==> src/rtl/diff_demo_pkg.sv <==
// Shared constants and types for the diff_demo load path.
// Provides the buffer geometry constants (CONF_*), the loader state enum,
// and a small width helper used when sizing column counters.
package diff_demo_pkg;

  localparam int unsigned CONF_PE_COL          = 4;
  localparam int unsigned CONF_FM_BUF_DEPTH    = 16;
  localparam int unsigned CONF_GUARD_BUF_DEPTH = 16;
  localparam int unsigned CONF_DATA_W          = 72;

  typedef enum logic [2:0] {
    IDLE    = 3'd0,
    LOAD_FM = 3'd1,
    LOAD_GD = 3'd2,
    REQ     = 3'd3,
    RUN     = 3'd4
  } load_state_e;

  // Counter width that stays legal (>= 1 bit) for single-entry ranges.
  function automatic int unsigned clog2_min1(input int unsigned v);
    return (v > 1) ? $clog2(v) : 1;
  endfunction

endpackage

==> src/rtl/load_addr_cnt.sv <==
// Column/address walker for one load phase.
// Words are dealt round-robin across COLS columns; the address advances
// each time the last column has been written.
// Ports:
//   clk, rst_n : clock, asynchronous active-low reset
//   clr        : return to column 0 / address 0 (phase entry)
//   inc        : one word accepted this cycle
//   words      : words per column for the current phase (non-zero when used)
//   col, addr  : position the next accepted word is written to
//   last       : next accepted word is the final one of the phase
module load_addr_cnt
  import diff_demo_pkg::*;
#(
  parameter  int unsigned COLS = CONF_PE_COL,
  parameter  int unsigned AW   = 4,
  localparam int unsigned CW   = clog2_min1(COLS)
) (
  input  logic          clk,
  input  logic          rst_n,
  input  logic          clr,
  input  logic          inc,
  input  logic [AW:0]   words,
  output logic [CW-1:0] col,
  output logic [AW-1:0] addr,
  output logic          last
);

  logic col_wrap;

  assign col_wrap = (col == CW'(COLS - 1));
  assign last     = col_wrap && ({1'b0, addr} == (words - (AW+1)'(1)));

  always_ff @(posedge clk or negedge rst_n) begin
    if (!rst_n) begin
      col  <= '0;
      addr <= '0;
    end else if (clr) begin
      col  <= '0;
      addr <= '0;
    end else if (inc) begin
      if (col_wrap) begin
        col  <= '0;
        addr <= addr + AW'(1);
      end else begin
        col  <= col + CW'(1);
      end
    end
  end

endmodule

==> src/rtl/core_load_ctrl.sv <==
// Load controller: streams fm words then guard words from a 72-bit input
// stream into COL_NUM column buffers, then hands one job to the core and
// waits for it to finish.
// Ports:
//   clk, rst_n                     : clock, asynchronous active-low reset
//   start, fm_words_i, gd_words_i,
//   bit_mode_i, is_diff_i          : job request and its parameters (sampled in IDLE)
//   s_data, s_valid, s_ready       : input word stream
//   load_fm_wr_addr/din/wr_en      : fm buffer write ports, one per column
//   load_gd_wr_addr/din/wr_en      : guard buffer write ports, one per column
//   core_valid, core_ready         : job hand-off to the core
//   core_finish                    : core job complete pulse
//   core_bit_mode_o, core_is_diff_o: job modes held for the whole job
//   busy, done                     : controller status
module core_load_ctrl
  import diff_demo_pkg::*;
#(
  parameter  int unsigned COL_NUM  = CONF_PE_COL,
  parameter  int unsigned FM_DEPTH = CONF_FM_BUF_DEPTH,
  parameter  int unsigned GD_DEPTH = CONF_GUARD_BUF_DEPTH,
  localparam int unsigned FM_AW    = $clog2(FM_DEPTH),
  localparam int unsigned GD_AW    = $clog2(GD_DEPTH)
) (
  input  logic                            clk,
  input  logic                            rst_n,
  input  logic                            start,
  input  logic [FM_AW:0]                  fm_words_i,
  input  logic [GD_AW:0]                  gd_words_i,
  input  logic                            bit_mode_i,
  input  logic                            is_diff_i,
  input  logic [71:0]                     s_data,
  input  logic                            s_valid,
  output logic                            s_ready,
  output logic [COL_NUM-1:0][FM_AW-1:0]   load_fm_wr_addr,
  output logic [COL_NUM-1:0][71:0]        load_fm_din,
  output logic [COL_NUM-1:0]              load_fm_wr_en,
  output logic [COL_NUM-1:0][GD_AW-1:0]   load_gd_wr_addr,
  output logic [COL_NUM-1:0][71:0]        load_gd_din,
  output logic [COL_NUM-1:0]              load_gd_wr_en,
  output logic                            core_valid,
  input  logic                            core_ready,
  input  logic                            core_finish,
  output logic                            core_bit_mode_o,
  output logic                            core_is_diff_o,
  output logic                            busy,
  output logic                            done
);

  localparam int unsigned CW     = clog2_min1(COL_NUM);
  localparam int unsigned CNT_AW = (FM_AW > GD_AW) ? FM_AW : GD_AW;

  load_state_e       state;
  logic [FM_AW:0]    fm_words_q;
  logic [GD_AW:0]    gd_words_q;

  logic              fm_empty;
  logic              gd_empty;
  logic              accept;
  logic              fm_end;
  logic              gd_end;
  logic              cnt_clr;
  logic              cnt_last;
  logic [CW-1:0]     cnt_col;
  logic [CNT_AW-1:0] cnt_addr;
  logic [CNT_AW:0]   cnt_words;

  assign fm_empty = (fm_words_q == '0);
  assign gd_empty = (gd_words_q == '0);

  // An empty phase still occupies its state for one cycle, but never
  // advertises readiness, so no stream word can be consumed by it.
  assign s_ready  = ((state == LOAD_FM) && !fm_empty) ||
                    ((state == LOAD_GD) && !gd_empty);
  assign accept   = s_valid && s_ready;

  assign cnt_words = (state == LOAD_GD) ? (CNT_AW+1)'(gd_words_q)
                                        : (CNT_AW+1)'(fm_words_q);

  assign fm_end  = (state == LOAD_FM) && (fm_empty || (accept && cnt_last));
  assign gd_end  = (state == LOAD_GD) && (gd_empty || (accept && cnt_last));
  // One counter serves both phases: it restarts on job accept and again
  // on the fm -> guard hand-over.
  assign cnt_clr = ((state == IDLE) && start) || fm_end;

  assign core_valid = (state == REQ);
  assign busy       = (state != IDLE);

  load_addr_cnt #(
    .COLS (COL_NUM),
    .AW   (CNT_AW)
  ) u_addr_cnt (
    .clk   (clk),
    .rst_n (rst_n),
    .clr   (cnt_clr),
    .inc   (accept),
    .words (cnt_words),
    .col   (cnt_col),
    .addr  (cnt_addr),
    .last  (cnt_last)
  );

  always_ff @(posedge clk or negedge rst_n) begin
    if (!rst_n) begin
      state           <= IDLE;
      fm_words_q      <= '0;
      gd_words_q      <= '0;
      core_bit_mode_o <= 1'b0;
      core_is_diff_o  <= 1'b0;
      done            <= 1'b0;
    end else begin
      done <= 1'b0;
      unique case (state)
        IDLE: begin
          if (start) begin
            fm_words_q      <= (fm_words_i > (FM_AW+1)'(FM_DEPTH)) ?
                               (FM_AW+1)'(FM_DEPTH) : fm_words_i;
            gd_words_q      <= (gd_words_i > (GD_AW+1)'(GD_DEPTH)) ?
                               (GD_AW+1)'(GD_DEPTH) : gd_words_i;
            core_bit_mode_o <= bit_mode_i;
            core_is_diff_o  <= is_diff_i;
            state           <= LOAD_FM;
          end
        end
        LOAD_FM: begin
          if (fm_end) state <= LOAD_GD;
        end
        LOAD_GD: begin
          if (gd_end) state <= REQ;
        end
        REQ: begin
          if (core_ready) state <= RUN;
        end
        RUN: begin
          if (core_finish) begin
            state <= IDLE;
            done  <= 1'b1;
          end
        end
        default: state <= IDLE;
      endcase
    end
  end

  // Write ports: the accepted word lands on its column one cycle later;
  // idle columns present zero address and data.
  always_ff @(posedge clk or negedge rst_n) begin
    if (!rst_n) begin
      load_fm_wr_en   <= '0;
      load_fm_wr_addr <= '0;
      load_fm_din     <= '0;
      load_gd_wr_en   <= '0;
      load_gd_wr_addr <= '0;
      load_gd_din     <= '0;
    end else begin
      for (int unsigned c = 0; c < COL_NUM; c++) begin
        if (accept && (state == LOAD_FM) && (cnt_col == CW'(c))) begin
          load_fm_wr_en[c]   <= 1'b1;
          load_fm_wr_addr[c] <= FM_AW'(cnt_addr);
          load_fm_din[c]     <= s_data;
        end else begin
          load_fm_wr_en[c]   <= 1'b0;
          load_fm_wr_addr[c] <= '0;
          load_fm_din[c]     <= '0;
        end
        if (accept && (state == LOAD_GD) && (cnt_col == CW'(c))) begin
          load_gd_wr_en[c]   <= 1'b1;
          load_gd_wr_addr[c] <= GD_AW'(cnt_addr);
          load_gd_din[c]     <= s_data;
        end else begin
          load_gd_wr_en[c]   <= 1'b0;
          load_gd_wr_addr[c] <= '0;
          load_gd_din[c]     <= '0;
        end
      end
    end
  end

endmodule
==> config.mk <==
export PLATFORM = sky130hd
export DESIGN_NAME = core_load_ctrl
export DESIGN_NICKNAME = d
export VERILOG_FILES = /design/src/rtl/diff_demo_pkg.sv /design/src/rtl/load_addr_cnt.sv /design/src/rtl/core_load_ctrl.sv
export SDC_FILE = /design/constraint.sdc
export NUM_CORES = 1
export LEC_CHECK = 0
export ABC_CLOCK_PERIOD_IN_PS = 4100
export BUFFER_PORTS_ARGS = -buffer_cell sky130_fd_sc_hd__buf_2
export CAP_MARGIN = 20
export CORE_AREA = 3 3 277 279
export DETAILED_ROUTE_END_ITERATION = 8
export DIE_AREA = 0 0 280 282
export SYNTH_ARGS = -nofsm -noshare
export SYNTH_HDL_FRONTEND = slang
export SYNTH_SLANG_ARGS = --single-unit
==> constraint.sdc <==
create_clock -name clk -period 4.1 [get_ports clk]
set_input_delay 0 -clock clk [delete_from_list [all_inputs] [get_ports clk]]
set_output_delay 0 -clock clk [all_outputs]
set_load 0.02 [all_outputs]
After elaboration in Yosys (flattened, before gate mapping) --
Cells that the tools add are included.
Operators by class: add/subtract/negate cells 3, bitwise logic cells 0, reductions and logical operators 34, magnitude comparators 2, mux-type cells 41, div/mod/pow operators 0, equality and inequality tests 13, multiply operators 0, shift operators 0
Operators by type and width (count):
- $mux 72 | 8
- $mux 4 | 11
- $logic_and 1x1->1 | 18
- $mux 3 | 5
- $mux 5 | 3
- $pmux 3 s5 | 1
- $gt 5x5->1 const B | 2
- $logic_not 5->1 | 2
- $mux 1 | 10
- $ne 2x2->1 const B | 4
- $eq 3x2->1 const B | 2
- $mux 2 | 3
- $eq 4x5->1 | 1
- $reduce_and 5->1 | 1
- $sub 5x1->5 const B | 1
- $add 4x1->4 const B | 1
- $eq 2x2->1 const B | 2
- $logic_or 1x1->1 | 4
- $reduce_and 2->1 | 2
- $reduce_bool 2->1 | 2
- $eq 3x1->1 const B | 1
- $eq 3x3->1 const B | 1
- $logic_not 3->1 | 1
- $reduce_bool 3->1 | 1
- 5 further kinds | 6
Word-level totals: register bits after elaboration 638, logic and storage cells 119, memories kept 0, input port bits 90, bits in read-only memories 0, bits in writable memories 0, bits in latches 0

Depth between registers and ports, before layout --
Gate-level depths: netlist of the first run.
depth after elaboration 11, gate-level depth with buffers 10, depth with buffers taken out 9

Modules after synthesis --
A second synthesis of the first run with hierarchy kept.
Unflattened totals: cells, all modules 1424, area total of the unflattened synthesis 20880.0 um^2
By module, submodules not included:
- core_load_ctrl | area each 20478.4 um^2, times used 1, sequential area each 15815.2 um^2, cells each 1382
- load_addr_cnt | area each 401.6 um^2, times used 1, sequential area each 150.1 um^2, cells each 42

Worst setup path after synthesis of the first run --
No wires, ideal clock.
path type flip-flop to flip-flop, start register state[0], end register state[0], data required time 3.975 ns, data arrival time 2.571 ns, path buffers 1, stages on the path, launching flop included 11, clock period less this slack 2.696 ns, setup slack 1.404 ns, cells stage by stage dfrtp_1 > buf_6 > nor3b_4 > mux2i_1 > ha_1 > nor3b_1 > xor2_1 > nor3_1 > a31oi_1 > o31ai_4 > mux2_4
Between the ends: cells in the longest elaborated chain, start to end 10, elaborated cells on any way between the ends 25
RTL lines:
- from (decl) | line core_load_ctrl.sv:52 | load_state_e state;
- from (signal assigned) | line core_load_ctrl.sv:104 | state <= IDLE;
- from (signal assigned) | line core_load_ctrl.sv:121 | state <= LOAD_FM;
- from (signal assigned) | line core_load_ctrl.sv:125 | if (fm_end) state <= LOAD_GD;
- $eq 3x2->1
- $mux 5 | line core_load_ctrl.sv:76 | assign cnt_words = (state == LOAD_GD) ? (CNT_AW+1)'(gd_words_q)
- $sub 5x1->5 | line load_addr_cnt.sv:31 | assign last = col_wrap && ({1'b0, addr} == (words - (AW+1)'(1)));
- $eq 4x5->1 | line load_addr_cnt.sv:31
- $logic_and 1x1->1 | line load_addr_cnt.sv:31
- $logic_and 1x1->1 | line core_load_ctrl.sv:79, core_load_ctrl.sv:80
- $logic_or 1x1->1, on equally long branches | line core_load_ctrl.sv:80, core_load_ctrl.sv:79
- $logic_and 1x1->1, on equally long branches | line core_load_ctrl.sv:80, core_load_ctrl.sv:79
- $ne 2x2->1 (no line)
- $reduce_and 5->1 (no line)
Several ways; a longest one is shown, not always the timed one. A chain may end at the register's enable or synchronous reset.

Final worst setup path of the first run --
start register state[1], end register state[0]
The elaborated chain is that of the path after synthesis.

==> impl_results.md, run 1 <==
- Synthesis-to-layout area growth: 38.72%
- Start of the worst register-to-register path: state[1]
- Placement Cell Area: 25660 um2
- Nets: 2367
- Row count: 100
- Router iterations before antenna repair: 6
- CP Class: reg -> reg
- First-pass GRT wire length: slightly above 90000 um
- Largest net degree at the start of global routing: ~120
- Maximum fanout along the worst path: 9
- Cell count after placement: 3077
- Setup violations, final: 0
- # DRC: 0
- CP top delay family: simple AND/OR/NAND/NOR gates
- Root buffer cell: clkbuf_16
- CP peak stage delay: 0.49 ns
- Number of synthesized flops with an enable pin: 0
- Fin area: about 29000 um2
- Synth top area cells: dfrtp_1, and2_1, clkbuf_1
- Max IR drop VDD: about 330 uV
- Final min period: between 3 and 4 ns
- Ys Warns: 0
- Commonest non-fill, non-tap cell in the layout: buf_2
- Finished Layout Cells: approximately 3.3k
- Syn Std Cell Area: about 21000 um2
- RSZ-0062 raised after global routing: no
- Slowest stage cell on the critical path: dfrtp_1
- Setup TNS: 0 ns
- Total gr overflow: 0
- Clock sinks: 638
- IO Count: around 710
- Crit end category: flip-flop
- Clk slew on worst S/H paths: 0.06 ns
- Overall Power: 15500 uW
- CTS resizes: 0
- Crit path from: state[1]
- Die area: 78960 um2
- Hpwl dp: approximately 43000 um
- Top FF cell, synth: dfrtp_1
- WL per Instance: between 15 and 20 um
- Status: finished clean
- Via count: between 10k and 15k
- Initial Util: between 20 and 30%
- Vias/cell: 4.133
- Crit path cell chain: nor3b_4, mux2i_1, ha_1, nor3b_1, xor2_1, nor3_1, a31oi_1, o31ai_4, mux2_4
- CP bufs+invs: 0
- Slew Viols, Final: 0
- Die Height: 282 um
- Net count after synthesis: 1542
- Max Buffers Root-to-Sink: 3
- Max-cap violations: 0
- CTS Buf Count: 69
- Area leader, netlist: dfrtp_1
- Buffers on Ports: roughly 710
- Slew margin rel.: between 40 and 50%
- Sequential element share of the synthesized area: about three quarters
- Syn Area/Cell: 14.45 um2
- Drt total wl: around 63000 um
- Initial antenna violation count: 3
- Data arrival, critical path: 3.52 ns
- Startpoint Class: flip-flop
- Synth Register Bits: 638
- Top-area cell type share of the netlist area: around three quarters
- Cells after Synth: 1446
- H-tree depth: 3
- Synth unique cells: 35
- Share of post-route cells with drive strength above 1: a little under two fifths
- Skew-Pair Late Insertion Delay: between 0.5 and 0.6 ns
- Antenna Nets Post-Route: 0
- Routability Congestion: between 0.8 and 0.9
- Hold/Removal Path Class: in -> async
- Least-Margin Pin Slew: roughly 0.89 ns
- Async set-reset flop share out of synthesis: between 90% and 100%
- Number of global-route vias before repair: between 10k and 15k
- Final Skew: between 0.02 and 0.025 ns
- Final hold viol count: 0
- Die extent in x: roughly 280 um
- Core Box Area: 74450 um2
- GR Util All Layers: 15.61%
- Fin crit share: between 70% and 80%
- Most frequent cells in the layout: buf_2, dfrtp_1, and2_1
- Lkg Pwr: 0.01656 uW
- Critical Path RT: around 4.6 ns
- DRT iter0 DRCs: approximately 760
- Peak Freq: about 330 MHz
- CTS tree: built
- Pwr dens: 534.8 nW/um2
-- worst reg2reg max path, cell delays in order (launching register included) --
cell and delay (ns):
dfrtp_1 0.49, nor3b_4 0.48, mux2i_1 0.25, ha_1 0.22, nor3b_1 0.25, xor2_1 0.11, nor3_1 0.20, a31oi_1 0.11
o31ai_4 0.47, mux2_4 0.34
-- metrics by stage --
stage / hold slack, ns / util, % / worst slack [ns]
after global placement: 0.1269 / 34.47 / 1.057
after floorplan: -0.2956 / - / 1.404
after CTS: 0.002787 / 38.92 / 1.046
after detailed placement: 0.1358 / 34.47 / 1.064
after global routing: 0.05706 / 38.92 / 0.8157
final: 0.04253 / 38.92 / 1.055
-- final timing paths --
path	cells after the start	slack, ns	to
hold reg to reg	2	0.48	core_is_diff_o
hold / removal	2	0.04	load_fm_din[46]
setup / recovery	9	1.05	state[0]
min in group clk	3	0.07	u_addr_cnt.addr[1]
max in group asynchronous	3	2.75	load_gd_din[254]
setup reg to reg	9	1.05	state[0]
-- layer usage --
metal  track usage (%)  share of wire (%)  vias up
met5                 0              0.027        -
met2             27.15                 52      525
met1             18.19                 38     6858
li1                  -                  -     6070
met4             7.422                4.3        2
met3             3.784                6.3      154
-- state kept, by name, indices dropped and copies added (netlist names) --
register         cells
gd_words_q           5
load_fm_wr_en        4
load_gd_wr_addr     16
done                 1
load_gd_din        288
core_bit_mode_o      1
u_addr_cnt.addr      4
load_fm_wr_addr     16
u_addr_cnt.col       2
load_gd_wr_en        4
fm_words_q           5
load_fm_din        288
core_is_diff_o       1
state                3
-- synth_stat cells (2+ instances only) --
library cell	count
a211oi_1	6
a31oi_1	2
and2_1	609
buf_6	3
clkbuf_1	66
clkbuf_2	4
dfrtp_1	638
ha_1	6
inv_1	9
mux2i_1	6
nand2_1	31
nand2b_1	8
nand3_1	2
nor2_1	13
nor3_1	2
o21ai_0	10
o21ai_2	2
o31ai_1	2
or4_1	2
xnor2_1	5
xor2_1	6
-- report_power, final --
part           switching (uW)  leakage [uW]  internal, uW  total (uW)
clock                    2540       0.00118          3920        6460
sequential                188       0.00887          6670        6860
combinational            1460       0.00651           716        2180
total                    4190        0.0166         11300       15500
-- final cells by class --
cell class                 instances  area (um2)
multi-input combinational        725        4643
fill                            7037       45470
tap                              969        1212
clock inverter                    24       401.6
inverter                           9       33.78
clock buffer                      99        1989
timing repair buffer             828        4727
antenna                            1       2.502
sequential                       638       15970
-- cells by family after synthesis --
kind of cell	synth area share (%)
mux	0.3594
compound gates	0.9405
flops	76.43
fa+ha+maj	0.3594
buf+inv	1.623
simple gates	19.82
xor+xnor	0.4612
-- timing repair --
| action | 4_1_cts | 5_1_grt |
|---|---|---|
| endpoints found under the setup margin | 0 | 0 |
| setup buffers | 0 | 0 |
| endpoints found under the hold margin | 688 | 0 |
| hold buffers | 92 | 0 |
(Power assumes the default switching activity.)
==> run 2: changes to the inputs <==
Settings changed: ABC_CLOCK_PERIOD_IN_PS 4100 to 2870.
Clock period 4.1 ns to 2.87 ns, I/O delays scaled along.
==> run 2 against run 1 <==
Compared with the run above: clock skew rose by 0.0044 ns; critical path type unchanged; first-iteration DRC count decreased by 5.8%; combinational power is 49% higher; largest power group unchanged; count of clock-buffer cells in the layout decreased by 3; critical path depth rose by 1; flip-flop and latch count stayed put; sequential power grew 42%; via count grew 0.54%.
==> impl_results.md, run 2 (same netlist as run 1, synthesis figures left out) <==
- Status: finished clean (unchanged)
- CP bufs+invs: 1 (was 0)
- Slew Viols, Final: 0 (unchanged)
- Max IR drop VDD: 508.6 uV (was 327.9 uV)
- CTS resizes: 0 (unchanged)
- Initial Util: 28.06% (unchanged)
- Crit path cell chain: nor3b_4, mux2i_1, ha_1, nor3b_1, xor2_1, nor3_1, a31oi_1, o31ai_4, buf_4, a211oi_1 (was nor3b_4, mux2i_1, ha_1, nor3b_1, xor2_1, nor3_1, a31oi_1, o31ai_4, mux2_4)
- Largest regs: load_fm_din: 288 flops, load_gd_din: 288 flops (unchanged)
- Clk slew on worst S/H paths: 0.06 ns (about the same)
- CP top delay family: compound AO/OA/AOI/OAI gates (was simple AND/OR/NAND/NOR gates)
- GR Util All Layers: 15.55% (was 15.61%)
- Synthesis-to-layout area growth: 38.92% (was 38.72%)
- Die extent in x: 280 um (unchanged)
- Net Sw Frac: 27.68% (was 27.06%)
- NetSw: 6031 uW (was 4193 uW)
- Least-Margin Pin Slew: 0.7615 ns (was 0.8903 ns)
- Drt total wl: 62950 um (was 63350 um)
- HP Start: start
- Total gr overflow: 0 (unchanged)
- Die Height: 282 um (unchanged)
- Nets: 2379 (was 2367)
- Seq pwr share: 44.8% (was 44.3%)
- Max Buffers Root-to-Sink: 3 (unchanged)
- Largest net degree at the start of global routing: 93 (was 117)
- Root buffer cell: clkbuf_16 (unchanged)
- CTS tree: built (unchanged)
- Lkg Pwr: 0.01659 uW (was 0.01656 uW)
- Crit end category: flip-flop (unchanged)
- Vias/cell: 4.136 (was 4.133)
- Final hold viol count: 0 (unchanged)
- Routability Congestion: 0.8368 (was 0.8104)
- Initial antenna violation count: 1 (was 3)
- Core Box Area: 74450 um2 (unchanged)
- Skew-Pair Late Insertion Delay: 0.61 ns (was 0.59 ns)
- Antenna Nets Post-Route: 0 (unchanged)
- CP peak stage delay: 0.41 ns (was 0.49 ns)
- Start of the worst register-to-register path: state[0] (was state[1])
- IO Count: 712 (unchanged)
- Commonest non-fill, non-tap cell in the layout: buf_2 (unchanged)
- First-pass GRT wire length: 92340 um (was 92530 um)
- Maximum fanout along the worst path: 6 (was 9)
- Setup violations, final: 0 (unchanged)
- Data arrival, critical path: 3.10 ns (was 3.52 ns)
- Final core utilization: 38.98% (was 38.92%)
- Max-cap violations: 0 (unchanged)
- Finished Layout Cells: 3308 (was 3293)
- Number of global-route vias before repair: 14.63k (was 14.45k)
- Final min period: 2.619 ns (was 3.045 ns)
- Slew margin rel.: 49.07% (was 40.65%)
- CP Class: reg -> reg (unchanged)
- Hold path cells: 3
- H-tree depth: 3 (unchanged)
- RSZ-0062 raised after global routing: no (unchanged)
- Via count: 13.68k (was 13.61k)
- Cell count after placement: 3087 (was 3077)
- WL per Instance: 19.03 um (was 19.24 um)
- Critical Path RT: 3.36 ns (was 4.58 ns)
- Hold/Removal Path Class: in -> reg (was in -> async)
- Startpoint Class: flip-flop (unchanged)
- Clock sinks: 638 (unchanged)
- Row count: 100 (unchanged)
- Hpwl dp: 41760 um (was 42940 um)
- Most frequent cells in the layout: buf_2, dfrtp_1, and2_1 (unchanged)
- R2R setup slack: 0.25 ns (was 1.05 ns)
- Internal power: 15760 uW (was 11300 uW)
- Hold Slack: 0.04137 ns (was 0.04253 ns)
- Slowest stage cell on the critical path: dfrtp_1 (unchanged)
- R2r endpoint: u_addr_cnt.addr[1] (was state[0])
- Buffers on Ports: 711 (unchanged)
- Peak Freq: 381.8 MHz (was 328.4 MHz)
- Die area: 78960 um2 (unchanged)
- Router iterations before antenna repair: 4 (was 6)
- CTS Buf Count: 69 (unchanged)
- Depth of the most critical reg-to-reg path: 10 (was 9)
- Setup TNS: 0 ns (unchanged)
- # DRC: 0 (unchanged)
- Final Skew: 0.02553 ns (was 0.02109 ns)
- Fin crit share: 91.27% (was 74.28%)
- DRT iter0 DRCs: 714 (was 758)
- Pwr dens: 750.9 nW/um2 (was 534.8 nW/um2)
- Combinational share of power: 14.9% (was 14.1%)
- Clock power frac: 40.3% (was 41.7%)
- WHS Endpoint: u_addr_cnt.addr[2]
- Share of post-route cells with drive strength above 1: 37.37% (was 37.06%)
==> run 2: changes by cell type in the layout (fill, tap and decap cells not counted), moves of 2 or more <==
| cell | change |
|---|---|
| buf_12 | +5 |
| buf_4 | +5 |
| bufinv_16 | -5 |
| clkbuf_8 | -2 |
| clkinv_2 | +6 |
| diode_2 | +2 |
| dlygate4sd3_1 | +2 |
| inv_8 | +2 |
==> run 2: cell type report <==
| type | instances | area [um2] |
|---|---|---|
| multi-input cells | 725 | 4643 |
| repair buffers | 840 | 4885 |
| flip-flops and latches | 638 | 15970 |
| inverters | 9 | 33.78 |
| well taps | 969 | 1212 |
| fillers | 7009 | 45430 |
| clock inverters | 28 | 311.5 |
| diodes | 3 | 7.507 |
| clock buffers | 96 | 1958 |
==> run 2: per-stage QoR <==
| step | setup WS, ns | power [uW] | instance area [um2] |
|---|---|---|---|
| 4_1_cts | 0.2668 | 22100 | 29010 |
| 3_3_place_gp | 0.2247 | 13040 | 25800 |
| 2_1_floorplan | 0.1745 | 11630 | 20890 |
| 5_1_grt | 0.04208 | 22760 | 29010 |
| 6_report | 0.2505 | 21790 | 29020 |
| 3_5_place_dp | 0.2784 | 13110 | 25800 |
==> run 2: power groups by stage <==
stage                     Combinational, uW  Sequential (uW)  Clock, uW
after floorplan                        1150            10500          0
after global placement                 3130             9920          0
after detailed placement               3170             9930          0
after CTS                              3300             9770       9030
after global routing                   3530             9820       9410
final                                  3250             9770       8770
==> run 2: tightest hold or removal path, stage by stage <==
cell	delay (ns)
buf_2	0.10
and2_1	0.39
a211oi_1	0.09
==> run 2: how the worst max path moves through the flow <==
stage             start                  to  depth (start not counted)
2_1_floorplan  state[0]            state[0]                         10
3_3_place_gp   state[0]            state[1]                          9
3_5_place_dp   state[0]   u_addr_cnt.col[0]                         10
4_1_cts        state[0]  u_addr_cnt.addr[1]                         10
5_1_grt        state[0]  u_addr_cnt.addr[1]                         10
6_report       state[0]  u_addr_cnt.addr[1]                         10
==> run 2: timing repair <==
action | CTS | global route
buffers inserted | 0 | 0
hold buffers | 94 | 0
hold endpoints to repair | 956 | 0
==> run 2: per-layer routing <==
| metal | up-vias | wire length [um] | global-route usage (%) |
|---|---|---|---|
| met1 | 6962 | 23840 | 17.77 |
| met3 | 132 | 3781 | 4.024 |
| met5 | - | 0 | 0 |
| met2 | 488 | 32830 | 27.41 |
| li1 | 6101 | - | - |
| met4 | 0 | 2490 | 7.061 |
==> run 3: changes to the inputs <==
Settings changed: MAX_ROUTING_LAYER set to met4.
==> run 3 against run 2 <==
Compared with the run above: cell count stayed put; critical path type unchanged; clock skew is 0.0013 ns higher; global-route usage is 0.48 points higher; worst setup slack better by 0.012 ns.
==> impl_results.md, run 3 (same netlist as run 1, synthesis figures left out) <==
- H-tree depth: 3 (unchanged)
- Lkg Pwr: 0.01659 uW (unchanged)
- Startpoint Class: flip-flop (unchanged)
- Share of post-route cells with drive strength above 1: 37.37% (unchanged)
- Row count: 100 (unchanged)
- Pwr dens: 750.3 nW/um2 (was 750.9 nW/um2)
- NetSw: 6015 uW (was 6031 uW)
- # DRC: 0 (unchanged)
- Net Sw Frac: 27.63% (was 27.68%)
- CP peak stage delay: 0.41 ns (about the same)
- CP bufs+invs: 1 (unchanged)
- Vias/cell: 4.137 (was 4.136)
- Overall Power: 21770 uW (was 21790 uW)
- RSZ-0062 raised after global routing: no (unchanged)
- Clock sinks: 638 (unchanged)
- Final hold viol count: 0 (unchanged)
- Via count: 13.68k (about the same)
- Max-cap violations: 0 (unchanged)
- Routability Congestion: 0.8497 (was 0.8368)
- Clk slew on worst S/H paths: 0.06 ns (about the same)
- Max Buffers Root-to-Sink: 3 (unchanged)
- Least-Margin Pin Slew: 0.7884 ns (was 0.7615 ns)
- Hold/Removal Path Class: in -> reg (unchanged)
- Clock power frac: 40.2% (was 40.3%)
- Data arrival, critical path: 3.09 ns (was 3.10 ns)
- DRT iter0 DRCs: 724 (was 714)
- Crit path cell chain: nor3b_4, mux2i_1, ha_1, nor3b_1, xor2_1, nor3_1, a31oi_1, o31ai_4, buf_4, a211oi_1 (unchanged)
- Slew margin rel.: 47.27% (was 49.07%)
- WL per Instance: 19.03 um (about the same)
- Commonest non-fill, non-tap cell in the layout: buf_2 (unchanged)
- Initial antenna violation count: 1 (unchanged)
- IO Count: 712 (unchanged)
- Slew Viols, Final: 0 (unchanged)
- Seq pwr share: 44.9% (was 44.8%)
- Final min period: 2.607 ns (was 2.619 ns)
- Crit end category: flip-flop (unchanged)
- Die Height: 282 um (unchanged)
- Setup TNS: 0 ns (unchanged)
- CP Class: reg -> reg (unchanged)
- Hpwl dp: 41760 um (unchanged)
- Postcts setup bufs: 0 (unchanged)
- Synthesis-to-layout area growth: 38.92% (unchanged)
- Status: finished clean (unchanged)
- Setup violations, final: 0 (unchanged)
- GR Util All Layers: 16.03% (was 15.55%)
- Drt total wl: 62960 um (was 62950 um)
- Internal power: 15760 uW (about the same)
- Critical Path RT: 3.35 ns (was 3.36 ns)
- Max IR drop VDD: 510.3 uV (was 508.6 uV)
- Antenna Nets Post-Route: 0 (unchanged)
- Largest regs: load_fm_din: 288 flops, load_gd_din: 288 flops (unchanged)
- Initial Util: 28.06% (unchanged)
- Most frequent cells in the layout: buf_2, dfrtp_1, and2_1 (unchanged)
- Largest net degree at the start of global routing: 93 (unchanged)
- Total gr overflow: 0 (unchanged)
- CP top delay family: compound AO/OA/AOI/OAI gates (unchanged)
- First-pass GRT wire length: 92230 um (was 92340 um)
- Buffers on Ports: 711 (unchanged)
- Slowest stage cell on the critical path: dfrtp_1 (unchanged)
- CTS Buf Count: 69 (unchanged)
- Fin crit share: 90.84% (was 91.27%)
- CTS tree: built (unchanged)
- Core Box Area: 74450 um2 (unchanged)
- Combinational share of power: 14.9% (about the same)
- Maximum fanout along the worst path: 6 (unchanged)
- Router iterations before antenna repair: 4 (unchanged)
- Number of global-route vias before repair: 14.66k (was 14.63k)
- Root buffer cell: clkbuf_16 (unchanged)
- Skew-Pair Late Insertion Delay: 0.61 ns (about the same)
- Nets: 2379 (unchanged)
- Die extent in x: 280 um (unchanged)
- Die area: 78960 um2 (unchanged)
- Peak Freq: 383.5 MHz (was 381.8 MHz)
- Final Skew: 0.02679 ns (was 0.02553 ns)
==> run 3: routing by layer <==
metal / vias up / part of all wire (%) / global-route usage, %
met5: - / 0 / -
met4: 0 / 4.0 / 7.087
met3: 141 / 5.9 / 3.900
met2: 502 / 52 / 27.43
met1: 6933 / 38 / 17.82
li1: 6108 / - / -
==> run 3: final timing paths <==
kind	endpoint	slack (ns)	startpoint	cells past startpoint
max	u_addr_cnt.addr[1]	0.26	state[0]	10
min	u_addr_cnt.addr[2]	0.04	start	3
max reg2reg	u_addr_cnt.addr[1]	0.26	state[0]	10
min reg2reg	core_bit_mode_o	0.49	core_bit_mode_o	2
max in group asynchronous	load_gd_din[135]	0.75	rst_n	4
min in group asynchronous	load_fm_din[185]	0.58	rst_n	3
==> run 3: stage by stage <==
step	cells	util [%]	setup WS (ns)	instance area (um2)	hold slack, ns
after global routing	3305	38.97	0.04180	29010	0.07569
after floorplan	1446	-	0.1745	20890	-0.2956
after global placement	3087	34.65	0.2247	25800	0.04643
after CTS	3305	38.97	0.2668	29010	0.001469
after detailed placement	3087	34.65	0.2784	25800	0.05831
final	3308	38.98	0.2628	29020	0.03885
==> run 3: tightest hold or removal path, cell delays in order <==
cell,delay [ns]
buf_2,0.10
and2_1,0.39
a211oi_1,0.09
==> run 3: what timing repair did <==
action	CTS	global route
hold buffers	94	0
resized for setup	0	0
endpoints found under the hold margin	956	0
endpoints found under the setup margin	0	0
==> run 3: power by group through the flow <==
stage / Combinational [uW] / Clock [uW] / Sequential (uW)
2_1_floorplan: 1150 / 0 / 10500
3_3_place_gp: 3130 / 0 / 9920
3_5_place_dp: 3170 / 0 / 9930
4_1_cts: 3300 / 9030 / 9770
5_1_grt: 3530 / 9410 / 9820
6_report: 3240 / 8760 / 9770
==> run 3: final cells by class <==
| type | instances | area, um2 |
|---|---|---|
| sequential | 638 | 15970 |
| multi-input combinational | 725 | 4643 |
| clock inverter | 28 | 311.5 |
| inverter | 9 | 33.78 |
| antenna | 3 | 7.507 |
| clock buffer | 96 | 1958 |
| timing repair buffer | 840 | 4885 |
| tap | 969 | 1212 |
| fill | 7010 | 45430 |
